===== src/rtl/soc_pwr_pkg.sv =====
// Shared types and constants for the SoC power/timer block: FSM states,
// register offsets and CTRL bit positions.
package soc_pwr_pkg;

  localparam int unsigned PRE_W  = 16;
  localparam int unsigned WCNT_W = 8;
  localparam int unsigned ADDR_W = 5;

  typedef enum logic [1:0] {
    ST_RUN   = 2'd0,
    ST_SLEEP = 2'd1,
    ST_WAKE  = 2'd2
  } pwr_state_e;

  localparam logic [ADDR_W-1:0] ADDR_MTIME_LO    = 5'h00;
  localparam logic [ADDR_W-1:0] ADDR_MTIME_HI    = 5'h04;
  localparam logic [ADDR_W-1:0] ADDR_MTIMECMP_LO = 5'h08;
  localparam logic [ADDR_W-1:0] ADDR_MTIMECMP_HI = 5'h0C;
  localparam logic [ADDR_W-1:0] ADDR_CTRL        = 5'h10;
  localparam logic [ADDR_W-1:0] ADDR_WAKE_MASK   = 5'h14;

  localparam int unsigned CTRL_SLEEP      = 0;
  localparam int unsigned CTRL_TIMER_WAKE = 1;
  localparam int unsigned CTRL_GPIO_WAKE  = 2;

endpackage


===== src/rtl/soc_pwr_mtime.sv =====
// Prescaler plus 64-bit machine timer; a word load wins over a same-cycle increment.
module soc_pwr_mtime
  import soc_pwr_pkg::*;
#(
  parameter int unsigned p_prescale = 10
) (
  input  logic        i_clk,
  input  logic        i_rst,
  input  logic        i_ld_lo,
  input  logic        i_ld_hi,
  input  logic [31:0] i_wdata,
  output logic [63:0] o_mtime
);

  logic [PRE_W-1:0] pre_q;
  logic             tick;

  assign tick = (pre_q == PRE_W'(p_prescale - 1));

  always_ff @(posedge i_clk or posedge i_rst) begin
    if (i_rst) begin
      pre_q   <= '0;
      o_mtime <= '0;
    end else begin
      pre_q <= tick ? '0 : pre_q + PRE_W'(1);
      if (i_ld_lo)      o_mtime[31:0]  <= i_wdata;
      else if (i_ld_hi) o_mtime[63:32] <= i_wdata;
      else if (tick)    o_mtime        <= o_mtime + 64'd1;
    end
  end

endmodule


===== src/rtl/soc_pwr_timer.sv =====
// SoC machine timer with sleep/wake sequencer and a simple register bus.
// Define SOC_PWR_GPIO_WAKE_EN to add WAKE_MASK and GPIO-triggered wake.
module soc_pwr_timer
  import soc_pwr_pkg::*;
#(
  parameter int unsigned p_prescale   = 10,
  parameter int unsigned p_wake_delay = 4,
  parameter int unsigned p_num_gpios  = 24
) (
  input  logic                   i_clk,
  input  logic                   i_rst,
  input  logic                   i_bus_valid,
  input  logic                   i_bus_we,
  input  logic [4:0]             i_bus_addr,
  input  logic [31:0]            i_bus_wdata,
  output logic                   o_bus_ready,
  output logic [31:0]            o_bus_rdata,
  input  logic [p_num_gpios-1:0] i_gpio_in,
  output logic [63:0]            o_mtime,
  output logic                   o_sleep,
  output logic                   o_timer_irq
);

  logic        acc, wr;
  logic [63:0] mtimecmp;
  logic        timer_wake_en;
  logic        gpio_wake, gpio_en_rd;
  logic [31:0] mask_rd, rd_mux;
  logic        sleep_req, wake;
  pwr_state_e  state_q, state_d;
  logic [WCNT_W-1:0] wcnt_q, wcnt_d;

  // An access is taken only when no completion pulse is pending
  assign acc = i_bus_valid & ~o_bus_ready;
  assign wr  = acc & i_bus_we;

  soc_pwr_mtime #(.p_prescale(p_prescale)) u_mtime (
    .i_clk   (i_clk),
    .i_rst   (i_rst),
    .i_ld_lo (wr && (i_bus_addr == ADDR_MTIME_LO)),
    .i_ld_hi (wr && (i_bus_addr == ADDR_MTIME_HI)),
    .i_wdata (i_bus_wdata),
    .o_mtime (o_mtime)
  );

`ifdef SOC_PWR_GPIO_WAKE_EN
  logic [p_num_gpios-1:0] wake_mask;
  logic                   gpio_wake_en;

  always_ff @(posedge i_clk or posedge i_rst) begin
    if (i_rst) begin
      wake_mask    <= '0;
      gpio_wake_en <= 1'b0;
    end else if (wr) begin
      if (i_bus_addr == ADDR_WAKE_MASK) wake_mask <= i_bus_wdata[p_num_gpios-1:0];
      if (i_bus_addr == ADDR_CTRL)      gpio_wake_en <= i_bus_wdata[CTRL_GPIO_WAKE];
    end
  end

  assign gpio_wake  = gpio_wake_en & (|(i_gpio_in & wake_mask));
  assign gpio_en_rd = gpio_wake_en;
  assign mask_rd    = 32'(wake_mask);
`else
  logic unused_gpio;
  assign unused_gpio = ^i_gpio_in;
  assign gpio_wake   = 1'b0;
  assign gpio_en_rd  = 1'b0;
  assign mask_rd     = '0;
`endif

  assign wake      = (timer_wake_en & o_timer_irq) | gpio_wake;
  assign sleep_req = wr && (i_bus_addr == ADDR_CTRL) && i_bus_wdata[CTRL_SLEEP];

  always_comb begin
    rd_mux = '0;
    case (i_bus_addr)
      ADDR_MTIME_LO:    rd_mux = o_mtime[31:0];
      ADDR_MTIME_HI:    rd_mux = o_mtime[63:32];
      ADDR_MTIMECMP_LO: rd_mux = mtimecmp[31:0];
      ADDR_MTIMECMP_HI: rd_mux = mtimecmp[63:32];
      ADDR_CTRL:        rd_mux = {29'd0, gpio_en_rd, timer_wake_en, o_sleep};
      ADDR_WAKE_MASK:   rd_mux = mask_rd;
      default:          rd_mux = '0;
    endcase
  end

  // Bus response, compare register, timer enable and interrupt
  always_ff @(posedge i_clk or posedge i_rst) begin
    if (i_rst) begin
      o_bus_ready   <= 1'b0;
      o_bus_rdata   <= '0;
      mtimecmp      <= '1;
      timer_wake_en <= 1'b0;
      o_timer_irq   <= 1'b0;
    end else begin
      o_bus_ready <= acc;
      o_bus_rdata <= (acc && !i_bus_we) ? rd_mux : '0;
      o_timer_irq <= (o_mtime >= mtimecmp);
      if (wr) begin
        if (i_bus_addr == ADDR_MTIMECMP_LO) mtimecmp[31:0]  <= i_bus_wdata;
        if (i_bus_addr == ADDR_MTIMECMP_HI) mtimecmp[63:32] <= i_bus_wdata;
        if (i_bus_addr == ADDR_CTRL)        timer_wake_en   <= i_bus_wdata[CTRL_TIMER_WAKE];
      end
    end
  end

  always_comb begin
    state_d = state_q;
    wcnt_d  = wcnt_q;
    case (state_q)
      ST_RUN: begin
        if (sleep_req) state_d = ST_SLEEP;
      end
      ST_SLEEP: begin
        if (wake) begin
          state_d = ST_WAKE;
          wcnt_d  = '0;
        end
      end
      ST_WAKE: begin
        if (wcnt_q == WCNT_W'(p_wake_delay - 1)) state_d = ST_RUN;
        else                                      wcnt_d  = wcnt_q + WCNT_W'(1);
      end
      default: state_d = ST_RUN;
    endcase
  end

  always_ff @(posedge i_clk or posedge i_rst) begin
    if (i_rst) begin
      state_q <= ST_RUN;
      wcnt_q  <= '0;
      o_sleep <= 1'b0;
    end else begin
      state_q <= state_d;
      wcnt_q  <= wcnt_d;
      o_sleep <= (state_d != ST_RUN);
    end
  end

endmodule

===== config.mk =====
export PLATFORM = sky130hd
export DESIGN_NAME = soc_pwr_timer
export DESIGN_NICKNAME = d
export VERILOG_FILES = /design/src/rtl/soc_pwr_pkg.sv /design/src/rtl/soc_pwr_mtime.sv /design/src/rtl/soc_pwr_timer.sv
export SDC_FILE = /design/constraint.sdc
export NUM_CORES = 1
export LEC_CHECK = 0
export ABC_CLOCK_PERIOD_IN_PS = 5570
export CORE_ASPECT_RATIO = 1.25
export CORE_MARGIN = 4
export CORE_UTILIZATION = 40
export DETAILED_ROUTE_END_ITERATION = 8
export PLACE_DENSITY_LB_ADDON = 0.25
export SYNTH_ARGS = -nofsm -noshare
export SYNTH_HDL_FRONTEND = slang
export SYNTH_SLANG_ARGS = --single-unit

===== constraint.sdc =====
create_clock -name i_clk -period 5.57 [get_ports i_clk]
set_input_delay 0.557 -clock i_clk [delete_from_list [all_inputs] [get_ports i_clk]]
set_output_delay 0.557 -clock i_clk [all_outputs]
set_load 0.1 [all_outputs]

Word level (Yosys, flattened, before mapping)
Index checks and enable logic that the tools add are counted.
W data, S select, Z words.
- bitwise logic cells: 5
- equal/unequal tests: 11
- order comparisons: 1
- add/subtract/negate cells: 3
- muxes and demuxes: 14
- reduce and logical (&&, ||, !) cells: 18
- operators with widths (cell ; number):
    $pmux W32 S5 ; 1
    $mux W32 ; 4
    $add A64 B1 Y64 const B ; 1
    $ge A64 B64 Y1 ; 1
    $mux W64 ; 1
    $add A16 B1 Y16 const B ; 1
    $eq A16 B4 Y1 const B ; 1
    $mux W16 ; 1
    $mux W8 ; 2
    $pmux W8 S2 ; 1
    $eq A5 B4 Y1 const B ; 2
    $reduce_and A2 Y1 ; 5
    $add A8 B1 Y8 const B ; 1
    $eq A8 B2 Y1 const B ; 1
    $reduce_bool A2 Y1 ; 4
    $mux W2 ; 3
    $pmux W2 S3 ; 1
    $eq A5 B3 Y1 const B ; 1
    $eq A5 B5 Y1 const B ; 1
    $logic_and A1 B1 Y1 ; 5
    $logic_not A5 Y1 ; 1
    $ne A2 B2 Y1 const B ; 2
    $and A1 B1 Y1 ; 3
    $reduce_and A3 Y1 ; 1
    6 further kinds ; 7
- input port bits: 65
- word-level logic and storage cells: 64
- bits in registers: 190

Logic depth before layout (Yosys ltp)
- depth in word-level cells: 8
- gate-level depth with buffers: 10
- depth with buffers taken out: 8

By module
From an unflattened synthesis, not the netlist that was laid out.
- cell total of the unflattened synthesis: 1179
- area, all modules: 11131.9 µm²
- by module, submodules not included (module ; cells an instance ; times used ; area each (µm²) ; seq. area each (µm²)):
    soc_pwr_timer ; 613 ; 1 ; 6231.0 ; 2832.7
    soc_pwr_mtime ; 566 ; 1 ; 4901.0 ; 2001.9

Least setup slack after synthesis
No wires, ideal clock.
- path type: reg-to-reg
- start: register u_mtime.o_mtime[2]
- end: register u_mtime.o_mtime[42]
- setup slack: 2.626 ns
- buffers on the path: 2
- library setup time: 0.126 ns
- data arrival time: 2.818 ns
- clock period less this slack: 2.944 ns
- stages on the path, launching flop included: 9
- path through: dfrtp_1 and4_1 buf_2 nand4_4 or3_4 buf_6 or4_1 o21ai_0 a21oi_1
- cells in the longest elaborated chain, start to end: 3
- RTL lines (what ; RTL line ; text):
    from (decl) ; soc_pwr_mtime.sv:12 ; output logic [63:0] o_mtime
    from (signal assigned) ; soc_pwr_mtime.sv:26 ; if (i_ld_lo) o_mtime[31:0] <= i_wdata;
    from (signal assigned) ; soc_pwr_mtime.sv:28 ; else if (tick) o_mtime <= o_mtime + 64'd1;
    $add A64 B1 Y64 ; soc_pwr_mtime.sv:28 ;
    $mux W64 ; soc_pwr_mtime.sv:28 ;
    $mux W32 ; soc_pwr_mtime.sv:27 ; else if (i_ld_hi) o_mtime[63:32] <= i_wdata;
No other way between the ends. The select of a mux whose other input is x is not followed.
A chain may end at the register's enable or synchronous reset.

Final worst setup path
- start: register u_mtime.pre_q[1]
- end: register u_mtime.o_mtime[31]
- cells in the longest elaborated chain, start to end: 3
- RTL lines (what ; RTL line ; text):
    from (decl) ; soc_pwr_mtime.sv:15 ; logic [PRE_W-1:0] pre_q;
    from (signal assigned) ; soc_pwr_mtime.sv:25 ; pre_q <= tick ? '0 : pre_q + PRE_W'(1);
    $eq A16 B4 Y1 ; soc_pwr_mtime.sv:18 ; assign tick = (pre_q == PRE_W'(p_prescale - 1));
    $reduce_bool A2 Y1 (no source line) ; -- ;
    $reduce_and A2 Y1 (no source line) ; -- ;
No other way between the ends.

==> reports/results.ini <==
[power_and_ir_drop]
p_leak_nw = 5.736
p_sw_frac = 0.3838
p_seq_frac = 0.418
irDropWorstVdd_v = 0.0001959
power_frac_comb = 0.276
powerDensity_mw_per_mm2 = 314.9
p_sw_mw = 1.635
p_int_mw = 2.625
clkPwrFrac = 0.306

[timing]
setup_viol = 0
setup_ws_ps = 1988
tns_ps = 0
finalHoldViolCount = 0
fin_crit_ps = 3582
relSlewSlack = 0.2334
fmax_mhz = 279.1
fin_skew_ps = 13.04
rsz0062_at_grt = false
final_max_slew_viol_count = 0
fin_crit_sh = 0.6432
worst_pin_slew_ps = 1150

[cells_and_area]
areaGrowthSynthToFinish_pct = 20.44
seqCellArea_mm2 = 0.004835
final_nets = 1484
instances_no_fill = 1714
drive_gt1_frac = 0.1041
multi_input_area_mm2 = 0.005862
fillers = 2606
diodes = 0

[critical_path]
max_stage_delay_ps = 1160
critical_path_arrival_ps = 3950
end_kind = flop
criticalPathCategory = flop to flop
start_kind = flop
path_cells = inv_1 > ha_1 > nor4b_1 > nand4_1 > nor2_1 > nand4_1 > xor2_1 > o21ai_0
cpMostUsedCell = nand4_1
critical_path.slowest_cell = nor2_1
cp.required_ps = 5930
critPathMaxFanout = 14

[logic_synthesis]
synth_fa_ha_area_frac = 0.07575
synthFlopType = dfrtp_1
synth_fp_nets = 1379
ys_seq_elements = 190
yosysSeqAreaShare = 0.4304
synth_compound_area_frac = 0.1423
synth_edf_count = 0
syn_area_per_cell_um2 = 9.014
synth_area_mm2 = 0.01123
synth_top_family_by_area = simple AND/OR/NAND/NOR gates
yosys.area_share.simple = 0.2176
synthArstFlopShare = 1.000
netlist_instances = 1246
synthDistinctLibCells = 63
synth_warnings = 0
synthMuxAreaShare = 0.04222
synth-xor-area-share = 0.04133

[run]
max_cap_viol_count = 0

[placed_design]
dp_hpwl_um = 25250
dp_worst_setup_slack_ps = 1654
place_inst = 1682
port_buffers = 139
place_congestion = 0.9177

[detailed_routing]
firstDrtPassIters = 7
antenna_left = 0
wl_per_cell_um = 20.47
via_per_inst = 5.737
num_vias = 9833
drt_iter0_drc = 713
route.detailed.drc = 0
routed_wl_um = 35080

[clock_network]
htree_num_levels = 4
tritoncts = built
cts-root-buf = clkbuf_16
clock_latency_ps = 450
cts.sinks = 190
clock_path_buffers = 2
clkTransAtPathRegs_ps = 80
post_cts_resized = 0
cts_setup_buffers = 0
cts_buffers = 17
postCtsHoldBufs = 0

[status]
status = finished, final reports clean

[floorplanning]
die_w_um = 157.9
initial_core_util = 0.4062
core_mm2 = 0.02765
boundaryPins = 164
die-area_mm2 = 0.03084
die_h_um = 195.4
row_count = 68

[grt]
grt_pass1_vias = 9791
grt_max_degree = 114
grt_pass1_wl_um = 56210
track_usage = 0.2308
antenna_found_initial = 0
grt-ovfl-total = 0

[worst_hold_path]
min_path_type = primary input to async pin

final cells by class:
cell class	count	area share
multi-input combinational	916	0.4333
sequential	190	0.3574
timing repair buffer	153	0.1112
clock buffer	18	0.03246
tap	350	0.03237
inverter	73	0.02053
clock inverter	14	0.01276
layer usage:
metal	routed length, um	share of wire	global-route usage	up-vias
li1	-	-	-	4667
met2	17730	0.51	0.3859	307
met3	1957	0.056	0.03990	55
met1	14660	0.42	0.3059	4804
met4	740	0.021	0.06758	0
met5	0	0	0	-
layout by cell type, fill, tap and decap left out, drive strengths merged, types with 24 or more instances in the layout:
cell and n:
a22oi 31, dfstp 64, inv 80, nand4 38, ha 68, xor2 29
nor3 26, nand3 62, dfrtp 126, nand2 187, xnor2 24, a21oi 46
mux2i 26, o21ai 137, nor2 70, clkdlybuf4s50 138
power groups by stage:
| stage | logic [mW] | registers, mW | clock network, mW |
|---|---|---|---|
| 2_1_floorplan | 0.430 | 2.17 | 0 |
| 3_3_place_gp | 1.16 | 1.80 | 0 |
| 3_5_place_dp | 1.18 | 1.80 | 0 |
| 4_1_cts | 1.18 | 1.78 | 1.33 |
| 5_1_grt | 1.27 | 1.80 | 1.38 |
| 6_report | 1.18 | 1.78 | 1.30 |
cells by family (layout without fill, tap and decap cells):
group	count (synthesis)	after routing
buf+inv	140	258
simple gates	487	487
flops	190	190
compound gates	271	271
fa+ha+maj	68	68
xor+xnor	53	53
mux	37	37
synth_stat cells (all sizes together), types with 20 or more instances:
cell    count  area (um^2)
nand2     187        701.9
o21ai     137        689.4
dfrtp     126         3153
inv        73        274.0
nor2       70        262.8
ha         68        850.8
dfstp      64         1682
nand3      62        310.3
a21oi      46        230.2
clkbuf     38        142.6
nand4      38        267.8
a22oi      31        232.7
buf        29        150.1
xor2       29        254.0
mux2i      26        260.3
nor3       26        151.4
xnor2      24        210.2
nor4       20        143.9
metrics by stage:
| stage | area (um^2) | hold WS (ps) | total power [mW] | utilization |
|---|---|---|---|---|
| floorplan | 11240 | 446.7 | 2.600 | - |
| global placement | 12920 | 470.2 | 2.953 | 0.4671 |
| detailed placement | 12920 | 467.6 | 2.978 | 0.4671 |
| CTS | 13530 | 408.5 | 4.286 | 0.4892 |
| global route | 13530 | 425.8 | 4.461 | 0.4892 |
| finish | 13530 | 407.8 | 4.260 | 0.4892 |
flip-flops by register name (all words and copies together) (netlist names):
signal / flops
wcnt_q: 8
u_mtime.pre_q: 16
timer_wake_en: 1
o_timer_irq: 1
u_mtime.o_mtime: 64
o_bus_rdata: 32
state_q: 2
mtimecmp: 64
o_sleep: 1
o_bus_ready: 1
path summary, 6_finish.rpt:
kind / startpoint / endpoint / slack, ps / cells after the start
min reg2reg: u_mtime.pre_q[15] / u_mtime.pre_q[15] / 490 / 1
max reg2reg: u_mtime.pre_q[1] / u_mtime.o_mtime[31] / 1990 / 8
max in group asynchronous: i_rst / u_mtime.pre_q[8] / 4000 / 3
min in group i_clk: u_mtime.pre_q[15] / u_mtime.pre_q[15] / 490 / 1
min: i_rst / o_bus_rdata[23] / 410 / 2
max: u_mtime.pre_q[1] / u_mtime.o_mtime[31] / 1990 / 8
critical path, delay by kind of cell, from the launching register on:
kind | cells | cell delay [ps]
adder cells (fa/ha/maj) | 1 | 120
flip-flops | 1 | 430
AO/OA/AOI/OAI | 1 | 140
buffers and inverters | 1 | 70
AND/OR/NAND/NOR | 4 | 2510
XOR/XNOR | 1 | 210
Power figures use the tool's default switching activity.
